$ cat src/rtl/dff_mon_pkg.sv
// Shared types and helpers for the dff edge monitor.
//   state_t  : debounce FSM states
//   EVT_*    : event type encodings carried by the event slot
//   sat_inc  : saturating increment for counters up to 32 bits wide
package dff_mon_pkg;

  typedef enum logic [1:0] {
    LOW,
    WAIT_HIGH,
    HIGH,
    WAIT_LOW
  } state_t;

  localparam logic EVT_FALL = 1'b0;
  localparam logic EVT_RISE = 1'b1;

  // Increments value by one, holding at the all-ones value of a
  // width-bit counter instead of wrapping.
  function automatic logic [31:0] sat_inc(input logic [31:0] value,
                                          input int unsigned width);
    logic [31:0] max_val;
    max_val = (width >= 32) ? '1 : ((32'd1 << width) - 32'd1);
    return (value >= max_val) ? max_val : value + 32'd1;
  endfunction

endpackage

$ cat src/rtl/dff_mon_evt_slot.sv
// One-entry valid/ready event holding register.
//   clk, rst_l  : clock, asynchronous active-low reset
//   clear       : synchronous drop of held event and overflow flag
//   load        : new event offered this cycle, type in load_type
//   ready       : consumer accepts the held event
//   valid       : slot holds an event, type in evt_type
//   overflow    : sticky, set when an event arrived while the slot was full
module dff_mon_evt_slot
  import dff_mon_pkg::*;
(
  input  logic clk,
  input  logic rst_l,
  input  logic clear,
  input  logic load,
  input  logic load_type,
  input  logic ready,
  output logic valid,
  output logic evt_type,
  output logic overflow
);

  always_ff @(posedge clk or negedge rst_l) begin
    if (!rst_l) begin
      valid    <= 1'b0;
      evt_type <= EVT_FALL;
      overflow <= 1'b0;
    end else if (clear) begin
      valid    <= 1'b0;
      overflow <= 1'b0;
    end else if (load) begin
      // A transfer on this edge frees the slot for the incoming event.
      if (!valid || ready) begin
        valid    <= 1'b1;
        evt_type <= load_type;
      end else begin
        overflow <= 1'b1;
      end
    end else if (valid && ready) begin
      valid <= 1'b0;
    end
  end

endmodule

$ cat src/rtl/dff_edge_monitor.sv
// Debounces the registered dff level and reports qualified edges.
//   clk, rst_l            : clock, asynchronous active-low reset
//   q_in                  : level from upstream dff q
//   clear                 : synchronous clear of counters, overflow, event slot
//   level_out             : debounced level
//   rise_pulse/fall_pulse : one-cycle pulses on accepted transitions
//   rise_cnt/fall_cnt     : saturating accepted-edge counters
//   glitch_cnt            : saturating rejected-transition counter
//   evt_valid/evt_type/evt_ready : one-entry event slot handshake
//   overflow              : sticky dropped-event flag
module dff_edge_monitor
  import dff_mon_pkg::*;
#(
  parameter int unsigned STABLE_CYCLES = 4,
  parameter int unsigned CNT_W         = 8
) (
  input  logic             clk,
  input  logic             rst_l,
  input  logic             q_in,
  input  logic             clear,
  output logic             level_out,
  output logic             rise_pulse,
  output logic             fall_pulse,
  output logic [CNT_W-1:0] rise_cnt,
  output logic [CNT_W-1:0] fall_cnt,
  output logic [CNT_W-1:0] glitch_cnt,
  output logic             evt_valid,
  output logic             evt_type,
  input  logic             evt_ready,
  output logic             overflow
);

  localparam logic [7:0] STAB_LAST = 8'(STABLE_CYCLES - 1);

  logic       q_s;
  logic [7:0] stab_cnt;
  state_t     state;
  state_t     state_nxt;
  logic       rise_evt;
  logic       fall_evt;
  logic       glitch_evt;

  always_ff @(posedge clk or negedge rst_l) begin
    if (!rst_l) q_s <= 1'b0;
    else        q_s <= q_in;
  end

  always_ff @(posedge clk or negedge rst_l) begin
    if (!rst_l) state <= LOW;
    else        state <= state_nxt;
  end

  always_comb begin
    state_nxt = state;
    unique case (state)
      LOW:       if (q_s) state_nxt = WAIT_HIGH;
      WAIT_HIGH: if (!q_s) state_nxt = LOW;
                 else if (stab_cnt == STAB_LAST) state_nxt = HIGH;
      HIGH:      if (!q_s) state_nxt = WAIT_LOW;
      WAIT_LOW:  if (q_s) state_nxt = HIGH;
                 else if (stab_cnt == STAB_LAST) state_nxt = LOW;
      default:   state_nxt = LOW;
    endcase
  end

  always_comb begin
    rise_evt   = (state == WAIT_HIGH) && q_s && (stab_cnt == STAB_LAST);
    fall_evt   = (state == WAIT_LOW) && !q_s && (stab_cnt == STAB_LAST);
    glitch_evt = ((state == WAIT_HIGH) && !q_s) || ((state == WAIT_LOW) && q_s);
  end

  // Level is high while settled high or while a fall is still being qualified.
  assign level_out = (state == HIGH) || (state == WAIT_LOW);

  // stab_cnt counts samples of the candidate level already seen.
  always_ff @(posedge clk or negedge rst_l) begin
    if (!rst_l) begin
      stab_cnt <= '0;
    end else if ((state == LOW && q_s) || (state == HIGH && !q_s)) begin
      stab_cnt <= 8'd1;
    end else if ((state == WAIT_HIGH || state == WAIT_LOW) && state_nxt == state) begin
      stab_cnt <= stab_cnt + 8'd1;
    end
  end

  always_ff @(posedge clk or negedge rst_l) begin
    if (!rst_l) begin
      rise_pulse <= 1'b0;
      fall_pulse <= 1'b0;
    end else begin
      rise_pulse <= rise_evt;
      fall_pulse <= fall_evt;
    end
  end

  always_ff @(posedge clk or negedge rst_l) begin
    if (!rst_l) begin
      rise_cnt   <= '0;
      fall_cnt   <= '0;
      glitch_cnt <= '0;
    end else if (clear) begin
      rise_cnt   <= '0;
      fall_cnt   <= '0;
      glitch_cnt <= '0;
    end else begin
      if (rise_evt)   rise_cnt   <= CNT_W'(sat_inc(32'(rise_cnt), CNT_W));
      if (fall_evt)   fall_cnt   <= CNT_W'(sat_inc(32'(fall_cnt), CNT_W));
      if (glitch_evt) glitch_cnt <= CNT_W'(sat_inc(32'(glitch_cnt), CNT_W));
    end
  end

  dff_mon_evt_slot u_evt_slot (
    .clk       (clk),
    .rst_l     (rst_l),
    .clear     (clear),
    .load      (rise_evt || fall_evt),
    .load_type (rise_evt ? EVT_RISE : EVT_FALL),
    .ready     (evt_ready),
    .valid     (evt_valid),
    .evt_type  (evt_type),
    .overflow  (overflow)
  );

endmodule

$ cat config.mk
export PLATFORM = sky130hd
export DESIGN_NAME = dff_edge_monitor
export DESIGN_NICKNAME = d
export VERILOG_FILES = /design/src/rtl/dff_mon_pkg.sv /design/src/rtl/dff_mon_evt_slot.sv /design/src/rtl/dff_edge_monitor.sv
export SDC_FILE = /design/constraint.sdc
export NUM_CORES = 1
export LEC_CHECK = 0
export ABC_AREA = 1
export ABC_CLOCK_PERIOD_IN_PS = 1950
export BUFFER_PORTS_ARGS = -buffer_cell sky130_fd_sc_hd__buf_2
export CAP_MARGIN = 20
export CORE_ASPECT_RATIO = 0.8
export CORE_MARGIN = 4
export CORE_UTILIZATION = 40
export DETAILED_ROUTE_END_ITERATION = 6
export GPL_ROUTABILITY_DRIVEN = 1
export MAX_ROUTING_LAYER = met4
export PLACE_DENSITY = 0.7
export REMOVE_ABC_BUFFERS = 1
export SLEW_MARGIN = 20
export SYNTH_ARGS = -nofsm -noshare
export SYNTH_HDL_FRONTEND = slang
export SYNTH_SLANG_ARGS = --single-unit
$ cat constraint.sdc
create_clock -name clk -period 1.95 [get_ports clk]
set_input_delay 0.195 -clock clk [delete_from_list [all_inputs] [get_ports clk]]
set_output_delay 0.195 -clock clk [all_outputs]
set_load 0.01 [all_outputs]
==> results.md, run 1 <==
- The floorplan step defined a die boundary enclosing 7310 um2.
- Port buffering added 34 buffers.
- The worst setup path is launched from a flop.
- The chip height is 77.3 um.
- Ranked by total cell area, the synthesized netlist is headed by dfrtp_1 42%, nand2_1 20%, nand3_1 11%.
- The kind of path behind the tightest hold check is in2reg.
- TritonCTS built the clock tree.
- The final core area utilization is 0.492.
- For this configuration, the core starts out at a cell density of 0.427.
- The share of the Yosys chip area taken by registers is 0.417.
- The accumulated negative setup slack is 0 ns.
- The worst ir drop on vdd is 0.480 mV.
- STA classifies the critical path endpoint as a flop.
- The required time at the endpoint of the critical path is 2.13 ns.
- Clock tree synthesis inserted a total of 5 buffers.
- The clock latency on the worst-skew pair is 0.30 ns.
- The number of placed instances with taps included is 452.
- Dividing the synthesized area by the synthesized cell count gives 6.97 um2.
- Clock tree synthesis selected as its root buffer the cell clkbuf_8.
- The number of cell instances on the worst register-to-register path is 8.
- The count of routing violations after the opening detailed-route iteration is 111.
- The post-synthesis cell type count is 27.
- Data on the critical path arrives at its endpoint at 1.72 ns.
- The number of warnings reported in the yosys synthesis log is 0.
- The longest clock path from root to sink contains 2 buffers.
- The via count of the first global-routing pass is 2017.
- The number of pins with negative max-slew slack in the final report came to 0.
- The total setup buffers inserted after CTS is 0.
- In the final routed layout, each cell accounts on average for 11.2 um.
- The power density over cell area is 755 nW/um2.
- The clock period minus worst slack is 1.54 ns.
- In the layout the commonest cells are 127 x nand2_1, 51 x nand3_1, 40 x dfrtp_1, 35 x inv_1, 34 x buf_2.
- The quantity of gates resized following cts is 0.
- The pin count of the biggest net entering global routing is 22.
- For this run, the top clock speed supported by timing is 648 MHz.
- At the end of routability-driven placement, the weighted congestion stood at 0.891.
- In this run the static leakage power is 1.48 nW.
- The relative area change from synthesis to final layout is 15.2%.
- The number of hold-repair buffers added at the cts stage is 2.
- The worst hold path was traced through 4 stages.
- Summing over every cut layer, the via total after detailed routing is 2218.
- In the routed design, unresolved DRC markers number 0.
- The number of placement rows is 24.
- The share of layout cells above drive strength 1 is 0.159.
- The area of the mapped netlist is 2400 um2.
- The library cell used most frequently in the layout, excluding fill and tap cells, is nand2_1.
- The flow ran to the end, and the final reports show no timing, DRC or antenna violations.
- Across the run, the number of max-cap violations was 0.
- The count of mapped cells out of synthesis is 344.
- The final layout contains 392 nets.
- Headroom to the max-slew limit came out at 0.673.
- The number of top-level pins is 35.
- The detail-routed via count per cell is 4.80.
- For this run, the detailed router's first-pass iteration total came to 4.
- The sink count of the clock tree is 40.
- Across every metal layer, demand over resource in global routing totals 0.156.
- The count of flip-flops with a built-in enable after synthesis is 0.
- The transition time at the pin with the least slew margin is 0.491 ns.
- Between clock sinks in the finished design, the worst skew comes to 0.0120 ns.
- Setup violations remaining at the end of the flow were counted as 0.
- After floorplanning, the core was sized to cover 5620 um2.
- The dominant synthesized flop cell is dfrtp_1.
- The clock transition time at the flip-flop clock pins of the worst setup and hold paths is 0.08 ns.
- The worst slack at placement is 0.401 ns.
- The count of H-tree levels built during CTS is 2.
- The dominant cell type by area after synthesis is dfrtp_1.
- Setup repair after global routing left no endpoint under its margin.
- The minimum setup slack in the final design is 0.407 ns.
- The part of the cycle the worst path needs is 0.791.
- The top cell type's share of synthesized area is 0.417.
- The number of antenna violations at the first check in global routing was 0.
- Once detail routing completed, the nets flagged for antenna violations numbered 0.
- Of all nets on the critical path, the largest fanout is 13.
- The overall die width is 94.6 um.
- The estimated wirelength of the detail-placed design is 3910 um.
- The first-pass GRT wire length is 9140 um.
- The final number of hold-violating endpoints is 0.
- After the flow finishes, the layout carries non-filler instances totaling 462.
- The repair_antennas step left the layout with diodes totalling 0.
- The sum of internal, switching and leakage power is 2.08 mW.
- The routed design has 5150 um of wire.
- The fraction of registers with async set or reset after synthesis is 1.00.
- The classification of the worst setup path is reg2reg.
- The number of storage elements in the synthesis netlist is 40.
- Summed over all layers, the global routing overflow is 0.
[metrics by stage]
step	area [um2]	hold slack [ns]
floorplan	2350	-0.101
global placement	2650	0.182
detailed placement	2650	0.182
CTS	2760	0.208
global route	2760	0.222
finish	2760	0.218
[cell families (layout without fill, tap and decap cells)]
logic type                 after synthesis  in the layout  synth area share
buffers and inverters                   46             86            0.0814
AOI/OAI and AO/OA                       25             25            0.0589
xor gates and xnor gates                 4              4            0.0146
adders and majority gates                4              4            0.0209
and+or+nand+nor                        225            225             0.407
DFF                                     40             40             0.417
[report_power, final]
part	switching (mW)	total, mW	leakage (nW)	internal (mW)
logic	0.346	0.519	0.887	0.173
registers	0.0913	0.990	0.548	0.898
clock network	0.287	0.575	0.0455	0.289
total	0.724	2.08	1.48	1.36
[flip-flops by register name, summed over array words and instances, names as in the netlist]
register             cells
stab_cnt                 8
rise_cnt                 8
fall_pulse               1
rise_pulse               1
glitch_cnt               8
fall_cnt                 8
u_evt_slot.evt_type      1
u_evt_slot.valid         1
u_evt_slot.overflow      1
q_s                      1
state                    2
[worst max-delay path, stage by stage (launching register included)]
cell and delay, ns:
dfrtp_1 0.39, ha_1 0.28, nand2_1 0.08, nor2_1 0.12, nand2_2 0.11, nand2_2 0.22
inv_2 0.09, nand3b_1 0.09, nand2_1 0.05
[final cells by class]
cell class,instances,area [um2]
fillers,559,2850
multi-input cells,258,1200
flip-flops and latches,40,1000
repair buffers,39,225
inverters,39,146
well taps,78,97.6
clock buffers,8,90.1
[worst paths after layout]
check                                    start                  end  slack [ns]
setup / recovery                   stab_cnt[0]          stab_cnt[3]        0.41
hold / removal                       evt_ready  u_evt_slot.overflow        0.22
setup reg to reg                   stab_cnt[0]          stab_cnt[3]        0.41
hold reg to reg            u_evt_slot.evt_type  u_evt_slot.evt_type        0.50
max in group asynchronous                rst_l           rise_pulse        1.07
min in group asynchronous                rst_l          fall_cnt[6]        0.39
[Yosys cell counts (2+ instances only)]
cell type and n:
nand3_1 51, nor2_1 29, buf_2 3, inv_1 35
nor2_4 2, nor2_2 3, o21ai_0 16, o31ai_1 2
dfrtp_1 40, nand3b_1 2, buf_6 2, o21ai_1 2
xor2_1 2, xnor2_1 2, inv_2 4, nand2_1 127
ha_1 4, nand4_1 2, nand2_2 7, o21bai_1 2
[metal layers]
layer  track usage  vias up  part of all wire
met2         0.221       60              0.43
met3        0.0352        2             0.066
met1         0.226      989              0.50
met5             -        -                 0
li1              -     1167                 -
met4        0.0389        0            0.0037
(Power assumes the default switching activity.)
==> run 2, diff against run 1 <==
- ABC_CLOCK_PERIOD_IN_PS: 1950 -> 1320
- PLACE_DENSITY: 0.7 -> 0.73
- clock period: 1.95 -> 1.32 ns (I/O delays scaled with it)
==> results.md, run 2 (synthesis results as in run 1) <==
- The flow ran to the end, but the final reports show violations.
- The checks that failed: setup timing.
- The post-placement cell area is 2960 um2 (+12%).
- The cell occurring most often along the worst timing path is nand2_2.
- The per-cell routed wire length is 13.6 um (+22%).
- The count of nets after finishing is 445 (+14%).
- Traced cell by cell, the critical path runs through ha_4 -> nand2_2 -> nor2_2 -> nand2_2 -> nor2_4 -> buf_12 -> nand3_2 -> nand2_1.
- The estimated wirelength of the detail-placed design came to 4480 um (+15%).
- The count of inserted antenna diode cells is 0 (unchanged).
- The chip height is 77.3 um (unchanged).
- The part of the cycle the worst path needs is 1.03 (+0.240).
- The number of pins with negative max-slew slack in the final report is 0 (unchanged).
- The worst ir drop on vdd is 0.635 mV (+32%).
- The number of stages on the worst hold path is 2 (-2).
- The number of buffers inserted during clock tree synthesis is 5 (unchanged).
- The count of fill cells added during filler insertion came to 501 (-10%).
- The area of combinational cells with multiple inputs is 1470 um2 (+22%).
- The post-route cell area is 3500 um2 (+27%).
- The overall die width is 94.6 um (unchanged).
- The min-delay analysis places its worst path in the category in2reg.
- The cell depth of the worst setup path was 8 (unchanged).
- The count of H-tree levels built during CTS is 2 (unchanged).
- The quantity of I/O buffers inserted on ports is 34 (unchanged).
- The number of top-level pins is 35 (unchanged).
- The number of placement rows is 24 (unchanged).
- After global routing, the most crowded layer is met2.
- The classification of the worst setup path is reg2reg.
- STA classifies the critical path endpoint as a flop.
- The maximum achievable frequency is 734 MHz (+13%).
- The kind of cell with the highest combined delay along the critical path is simple AND/OR/NAND/NOR gates.
- Setup repair after global routing could not meet its margin everywhere.
- The sink count of the clock tree was 40 (unchanged).
- STA classifies the critical path startpoint as a flop.
- The arrival time at the worst endpoint came to 1.60 ns (-0.12 ns).
- The final core area utilization was 0.623 (+0.131).
- The clock period minus worst slack is 1.36 ns (-0.181 ns).
- The met2 track utilization from global routing is 0.306 (+0.0850).
- The number of design rule violations left after detail routing is 0 (unchanged).
- The minimum setup slack in the final design is -0.0415 ns (-0.449 ns).
- The clock transition time at the flip-flop clock pins of the worst setup and hold paths is 0.08 ns (about the same).
- The buffer type at the clock tree root is clkbuf_8.
- The sum of internal, switching and leakage power is 3.81 mW (+83%).
- The final weighted congestion in routability-driven placement is 0.899 (+0.84%).
- The pin count of the biggest net entering global routing is 41 (+86%).
- The number of cell instances on the worst register-to-register path is 8 (unchanged).
- The buffer depth of the longest clock path is 2 (unchanged).
- The power density over cell area is 1090 nW/um2 (+44%).
- The number of antenna violations at the first check in global routing is 0 (unchanged).
- The share of layout cells above drive strength 1 was 0.390 (+0.231).
- The total of endpoints with negative setup slack in the final report was 14 (+14).
- The sequential cell area is 1000 um2 (+0.12%).
- The met3 capacity usage during global routing was 0.0382 (+0.00294).
- The first-pass GRT wire length is 10800 um (+18%).
- The total global routing track utilization is 0.187 (+0.0310).
- For this design, the slowest cell found on the critical path is dfrtp_1.
- The required time at the endpoint of the critical path is 1.56 ns (-0.57 ns).
- The number of detailed-route iterations in the first pass is 4 (unchanged).
- The clock latency on the worst-skew pair came to 0.30 ns (about the same).
- The worst-path maximum fanout is 5 (-8).
- The final number of hold-violating endpoints came to 0 (unchanged).
- The total via count after detailed routing is 2573 (+16%).
- The core box area is 5620 um2 (unchanged).
- The via count of the first global-routing pass is 2449 (+21%).
- The source of the worst register-to-register timing path is stab_cnt[0].
- The worst setup skew after layout is 0.00606 ns (-0.00589 ns).
- The die area came to 7310 um2 (unchanged).
- The final worst hold slack was 0.117 ns (-0.101 ns).
- The count of buffering cells on the critical path with inverters included was 1 (unchanged).
- The max-cap check violation count is 0 (unchanged).
- The transition time at the pin with the least slew margin is 0.340 ns (-0.151 ns).
- The global routing usage on met1 came to 0.236 (+0.0104).
- The library cells used most frequently in the layout, excluding fill and tap cells, are 116 x nand2_1, 47 x buf_4, 39 x dfrtp_1, 35 x nand3_1, 34 x buf_2.
- The total congestion overflow is 0 (unchanged).
- The relative max-transition margin was 0.773 (+0.100).
- The count of routing violations after the opening detailed-route iteration came to 112 (+0.90%).
- The largest stage delay on the critical path came to 0.40 ns (about the same).
- The launch point of the critical path is stab_cnt[0].
- The starting density of the core was 0.427 (unchanged).
- The total routed wirelength was 6980 um (+35%).
- The static power due to leakage came to 1.79 nW (+21%).
- In this run the most critical hold path is launched from clear.
- The number of nets with antenna violations after detailed routing is 0 (unchanged).
- The most frequent standard cell in the layout excluding fill and tap cells is nand2_1.
- TritonCTS built the clock tree.
- The relative area change from synthesis to final layout is 45.7%.
- The detail-routed via count per cell is 5.01 (+4.3%).
[run 2: path summary, 6_finish.rpt]
| check | to | slack (ns) |
|---|---|---|
| hold / removal | u_evt_slot.valid | 0.12 |
| max in group asynchronous | q_s | 0.77 |
| setup / recovery | fall_cnt[5] | -0.04 |
| hold reg to reg | u_evt_slot.evt_type | 0.51 |
| min in group asynchronous | fall_cnt[5] | 0.33 |
| setup reg to reg | fall_cnt[5] | -0.04 |
[run 2: layout make-up]
type,instances,area share
Multi-Input combinational cell,258,0.421
Sequential cell,40,0.287
Timing Repair Buffer,92,0.192
Inverter,39,0.0447
Clock buffer,7,0.0276
Tap cell,78,0.0279
[run 2: per-stage QoR]
| stage | cells | worst slack (ns) | TNS (ns) |
|---|---|---|---|
| final | 514 | -0.0415 | -0.268 |
| after global routing | 514 | -0.112 | -2.43 |
| after CTS | 505 | -0.0121 | -0.0121 |
| after detailed placement | 491 | -0.158 | -1.80 |
| after global placement | 491 | -0.0808 | -0.626 |
| after floorplan | 337 | -0.0589 | -0.679 |
[run 2: timing repair]
| action | in CTS | in global routing |
|---|---|---|
| setup endpoints to repair | 30 | 38 |
| buffers inserted | 5 | 9 |
| hold buffers | 2 | 0 |
| endpoints found under the hold margin | 41 | 0 |
| resized for setup | 19 | 70 |
| pin swaps | 10 | 31 |
[run 2: per-layer routing]
| metal | vias up | wire, um |
|---|---|---|
| met4 | 0 | 123 |
| met2 | 91 | 3460 |
| met5 | - | 0 |
| met3 | 16 | 444 |
| li1 | 1271 | - |
| met1 | 1195 | 2950 |
[run 2: power by group]
group / switching, mW / internal [mW] / leakage [nW] / total [mW]
clock: 0.428 / 0.466 / 0.0503 / 0.893
sequential: 0.0997 / 1.33 / 0.547 / 1.43
combinational: 0.840 / 0.647 / 1.20 / 1.49
total: 1.37 / 2.44 / 1.79 / 3.81
[run 2: worst reg2reg max path, stage by stage (launching register included)]
cell and delay, ns:
dfrtp_1 0.40, ha_4 0.19, nand2_2 0.06, nor2_2 0.13, nand2_2 0.11, nor2_4 0.17, buf_12 0.14, nand3_2 0.05
nand2_1 0.08
